## src/rtl/cadence_meas.sv

```systemverilog
// cadence_meas: times the interval between filtered cadence rising edges,
// keeps a 4-sample moving average of the quantised period and flags when
// the rider has stopped pedalling.
module cadence_meas #(
    parameter bit FAST_SIM = 1'b1
) (
    input  logic       clk,
    input  logic       rst,
    input  logic       cadence_rise,
    output logic [7:0] cadence_per,
    output logic [7:0] cadence_avg,
    output logic       cadence_vld,
    output logic       not_pedaling
);

    localparam int unsigned TW = 24;
    localparam int unsigned PW = 8;
    localparam int unsigned SW = 10;
    localparam logic [TW-1:0] STALL = FAST_SIM ? TW'(8191) : TW'(24'hFF_FFFF);

    typedef enum logic [1:0] {
        ST_STOPPED = 2'd0,
        ST_FIRST   = 2'd1,
        ST_RUNNING = 2'd2
    } state_t;

    state_t          state_q;
    logic [TW-1:0]   timer_q;
    logic [PW-1:0]   hist_q [4];
    logic [SW-1:0]   sum_q;
    logic [1:0]      wptr_q;
    logic [PW-1:0]   per_q;
    logic [PW-1:0]   avg_q;
    logic            vld_q;
    logic            np_q;

    logic [PW-1:0]   p_d;
    logic [SW-1:0]   sum_d;
    logic            stall_d;
    logic            go_stop_d;

    // The timer reaches STALL on the same edge that the stall is declared,
    // so the stall is detected one count early; a coincident rise still wins.
    always_comb begin
        p_d       = FAST_SIM ? timer_q[12:5] : timer_q[23:16];
        sum_d     = sum_q - SW'(hist_q[wptr_q]) + SW'(p_d);
        stall_d   = (timer_q >= STALL - TW'(1));
        go_stop_d = (state_q != ST_STOPPED) && !cadence_rise && stall_d;
    end

    // Measurement FSM with interval timer, history and registered outputs.
    always_ff @(posedge clk) begin
        if (rst) begin
            state_q <= ST_STOPPED;
            timer_q <= '0;
            for (int i = 0; i < 4; i++) hist_q[i] <= '0;
            sum_q   <= '0;
            wptr_q  <= '0;
            per_q   <= 8'hFF;
            avg_q   <= 8'hFF;
            vld_q   <= 1'b0;
            np_q    <= 1'b1;
        end else begin
            vld_q <= 1'b0;
            if (go_stop_d) begin
                state_q <= ST_STOPPED;
                timer_q <= '0;
                for (int i = 0; i < 4; i++) hist_q[i] <= '0;
                sum_q   <= '0;
                wptr_q  <= '0;
                per_q   <= 8'hFF;
                avg_q   <= 8'hFF;
                np_q    <= 1'b1;
            end else begin
                case (state_q)
                    ST_STOPPED: begin
                        if (cadence_rise) begin
                            state_q <= ST_FIRST;
                            timer_q <= TW'(1);
                        end else begin
                            timer_q <= '0;
                        end
                    end
                    ST_FIRST: begin
                        if (cadence_rise) begin
                            // First full interval: preload the whole history.
                            for (int i = 0; i < 4; i++) hist_q[i] <= p_d;
                            sum_q   <= {p_d, 2'b00};
                            per_q   <= p_d;
                            avg_q   <= p_d;
                            vld_q   <= 1'b1;
                            np_q    <= 1'b0;
                            state_q <= ST_RUNNING;
                            timer_q <= TW'(1);
                        end else begin
                            timer_q <= (timer_q == STALL) ? STALL : timer_q + TW'(1);
                        end
                    end
                    ST_RUNNING: begin
                        if (cadence_rise) begin
                            hist_q[wptr_q] <= p_d;
                            wptr_q  <= wptr_q + 2'd1;
                            sum_q   <= sum_d;
                            per_q   <= p_d;
                            avg_q   <= sum_d[9:2];
                            vld_q   <= 1'b1;
                            np_q    <= 1'b0;
                            timer_q <= TW'(1);
                        end else begin
                            timer_q <= (timer_q == STALL) ? STALL : timer_q + TW'(1);
                        end
                    end
                    default: begin
                        state_q <= ST_STOPPED;
                        timer_q <= '0;
                    end
                endcase
            end
        end
    end

    assign cadence_per  = per_q;
    assign cadence_avg  = avg_q;
    assign cadence_vld  = vld_q;
    assign not_pedaling = np_q;

endmodule

```

## config.mk

```make
export PLATFORM = sky130hd
export DESIGN_NAME = cadence_meas
export DESIGN_NICKNAME = d
export VERILOG_FILES = /design/src/rtl/cadence_meas.sv
export SDC_FILE = /design/constraint.sdc
export NUM_CORES = 1
export LEC_CHECK = 0
export BUFFER_PORTS_ARGS = -buffer_cell sky130_fd_sc_hd__buf_4
export CORE_MARGIN = 4
export CORE_UTILIZATION = 50
export DETAILED_ROUTE_END_ITERATION = 8
export GPL_ROUTABILITY_DRIVEN = 0
export PLACE_DENSITY_LB_ADDON = 0.08
export SYNTH_ARGS = -nofsm -noshare
export SYNTH_HDL_FRONTEND = slang
export SYNTH_SLANG_ARGS = --single-unit
```

## constraint.sdc

```tcl
create_clock -name clk -period 5.1 [get_ports clk]
set_clock_uncertainty 0.05 [all_clocks]
set_input_delay 0.255 -clock clk [delete_from_list [all_inputs] [get_ports clk]]
set_output_delay 0.255 -clock clk [all_outputs]
set_load 0.03 [all_outputs]
```

==> results.sh <==
export IMPL_start_util=0.5161
export IMPL_yosys_warnings=0
export IMPL_drtPass1Iterations=5
export IMPL_max_freq_mhz=255.7
export IMPL_synthCells=448
export IMPL_ctsResizeCount=0
export IMPL_routed_wl_mm=10.22
export IMPL_yosysMostFrequentCell="dfxtp_1"
export IMPL_placedInstanceArea_mm2=0.004707
export IMPL_grt_pass1_vias=3221
export IMPL_num_fill_cells=795
export IMPL_synth_seq_cells=90
export IMPL_row_count=34
export IMPL_dp_final_hpwl_mm=7.210
export IMPL_area_growth_pct=9.536
export IMPL_status="completed"
export IMPL_hold_depth=3
export IMPL_port_buffers=20
export IMPL_min_delay_start="cadence_rise"
export IMPL_syn_nets=476
export IMPL_tritoncts="done"
export IMPL_antenna_left=0
export IMPL_async_reset_ff_frac=0
export IMPL_htreeDepth=3
export IMPL_total_power_mw=1.718
export IMPL_synth_area_leaders="dfxtp_1, edfxtp_1, ha_1, a21oi_1, mux4_2"
export IMPL_max_slew_margin=0.3390
export IMPL_leakage_nw=1.880
export IMPL_setup_viol=0
export IMPL_vias=3275
export IMPL_r2r_end="cadence_avg[7]"
export IMPL_yosysUniqueCellTypes=57
export IMPL_min_period_ns=3.911
export IMPL_post_drt_wl_per_cell_um=17.74
export IMPL_path_class="flip-flop to flip-flop"
export IMPL_yosys_top_cells_count="dfxtp_1, nand2_1, inv_1, a21oi_1, edfxtp_1"
export IMPL_cp_top_family="compound AO/OA/AOI/OAI gates"
export IMPL_cap_viol_max_count=0
export IMPL_hold_end="state_q[1]"
export IMPL_final_area_mm2=0.004930
export IMPL_viasPerCell=5.686
export IMPL_drt_iter0_drc=177
export IMPL_die_y_um=102.9
export IMPL_drive_gt1_frac=0.1154
export IMPL_cts_made_buffers=9
export IMPL_clockBufferDepth=2
export IMPL_path_cells="mux4_2 -> fa_1 -> inv_1 -> ha_1 -> a2111oi_0 -> o21ai_0 -> a41oi_1 -> xnor3_1 -> a21oi_1 -> a211o_1"
export IMPL_synthesis_area_mm2=0.004501
export IMPL_slew_violations=0
export IMPL_worstSetupEndpointType="flip-flop"
export IMPL_synth_top_cell_by_area="dfxtp_1"
export IMPL_antenna_cells=0
export IMPL_r2r_cells=10
export IMPL_hold_class="input port to flip-flop"
export IMPL_finalHoldViolCount=0
export IMPL_critPathMaxStageDelay_ns=0.67
export IMPL_p_per_area_mw_per_mm2=348.6
export IMPL_antenna_found_initial=0
export IMPL_worstSkewPairLatency_ns=0.36
export IMPL_fin_crit_sh=0.7668
export IMPL_tightest_slew_ns=0.9879
export IMPL_cp_required_ns=5.30
export IMPL_route_detailed_drc=0
export IMPL_die_w_um=102.9
export IMPL_clk_pin_slew_ns=0.09
export IMPL_core_mm2=0.008721
export IMPL_worst_slack_ns=1.190
export IMPL_die_area_mm2=0.01058
export IMPL_r2r_slack_ns=1.19
export IMPL_ys_seq_area_frac=0.4715
export IMPL_crit_slowest_cell="dfxtp_1"
export IMPL_grtUsageTotal=0.2037
export IMPL_finalSetupTns_ns=0
export IMPL_crit_fanout=8
export IMPL_ios=21
export IMPL_start_kind="flip-flop"
export IMPL_grt_pass1_wl_mm=16.19
export IMPL_grt_overflow_total=0
export IMPL_fin_nets=491
export IMPL_worst_ep_arrival_time_ns=4.12
export IMPL_synth_top_cell_area_share=0.2580
export IMPL_peakVddDrop_uv=219.3
export IMPL_cts_setup_buffers=0
export IMPL_root_buffer="clkbuf_8"
export IMPL_synth_edff_count=32
export IMPL_dp_slack_ns=1.250
export IMPL_avgSynthCellArea_um2=10.05
export IMPL_cts_sinks=90
export IMPL_rsz0062_at_grt="no"
export IMPL_worst_path_buf_inv=1
export IMPL_grt_max_degree=25
export IMPL_cts_hold_buf=0
export IMPL_synth_flop_cell="dfxtp_1"
[per-stage QoR]
| step | hold WS [ns] | instances | util |
|---|---|---|---|
| finish | 0.1769 | 576 | 0.5653 |
| detailed placement | 0.3888 | 560 | 0.5397 |
| global placement | 0.3807 | 560 | 0.5397 |
| CTS | 0.1606 | 576 | 0.5653 |
| floorplan | 0.3863 | 448 | - |
| global route | 0.1768 | 576 | 0.5653 |
[worst max-delay path by stage]
stage	startpoint	to	depth (start not counted)
after floorplan	flip-flop	cadence_avg[7]	11
after global placement	flip-flop	cadence_avg[7]	10
after detailed placement	flip-flop	cadence_avg[7]	10
after CTS	flip-flop	cadence_avg[7]	10
after global routing	flip-flop	cadence_avg[7]	10
final	flip-flop	cadence_avg[7]	10
[routing by layer]
metal  GRT usage  wire, um  up-vias
met1      0.2618      4441     1568
met4     0.06972       206        0
met5           0         0        -
met2      0.3386      4994       90
met3     0.04871       578       17
li1            -         -     1600
[logic make-up (layout without fill, tap and decap cells)]
group                      Yosys count  count (layout)  synth area share
buffers and inverters               57              77           0.05338
xor gates and xnor gates            28              28           0.05755
muxes                               11              11           0.04671
DFF                                 90              90            0.4715
adders and majority gates           25              25           0.08285
AOI/OAI and AO/OA                   86              86            0.1218
and+or+nand+nor                    151             151            0.1663
[where the power goes]
group          total (mW)  switching, mW  internal, mW
clock network       0.548          0.268         0.281
logic               0.345          0.216         0.130
registers           0.825         0.0293         0.796
[worst min-delay path, stage by stage]
cell,delay (ns)
buf_4,0.16
nand2_1,0.07
a21oi_1,0.05
[placed cells by master, fill, tap and decap left out, drive strengths merged, types with 4 or more instances in the layout]
| cell | count |
|---|---|
| and2 | 18 |
| xnor2 | 16 |
| edfxtp | 32 |
| ha | 17 |
| nand2 | 46 |
| nor4 | 6 |
| nand3 | 12 |
| dfxtp | 58 |
| o21ai | 10 |
| nand4 | 6 |
| clkbuf | 9 |
| mux4 | 8 |
| o211ai | 9 |
| buf | 22 |
| nor2 | 30 |
| a21o | 4 |
| fa | 8 |
| or3 | 5 |
| xor2 | 11 |
| inv | 41 |
| nor3 | 18 |
| nor2b | 4 |
| a21oi | 36 |
| a22oi | 4 |
[area by class of cell]
class	instances	area [um^2]	area share
clock buffer	9	123.9	0.02513
multi-input combinational	301	2138	0.4338
sequential	90	2122	0.4305
clock inverter	7	98.84	0.02005
tap	108	135.1	0.02741
timing repair buffer	22	165.2	0.03350
inverter	39	146.4	0.02970
[state kept, by name, indices dropped and copies added (netlist names), named ones only]
| register | count |
|---|---|
| not_pedaling | 1 |
| hist_q | 32 |
| timer_q | 24 |
| state_q | 2 |
| cadence_vld | 1 |
| cadence_per | 8 |
| sum_q | 10 |
| wptr_q | 2 |
| cadence_avg | 8 |
Note: power is estimated with default switching activity, not from simulation.
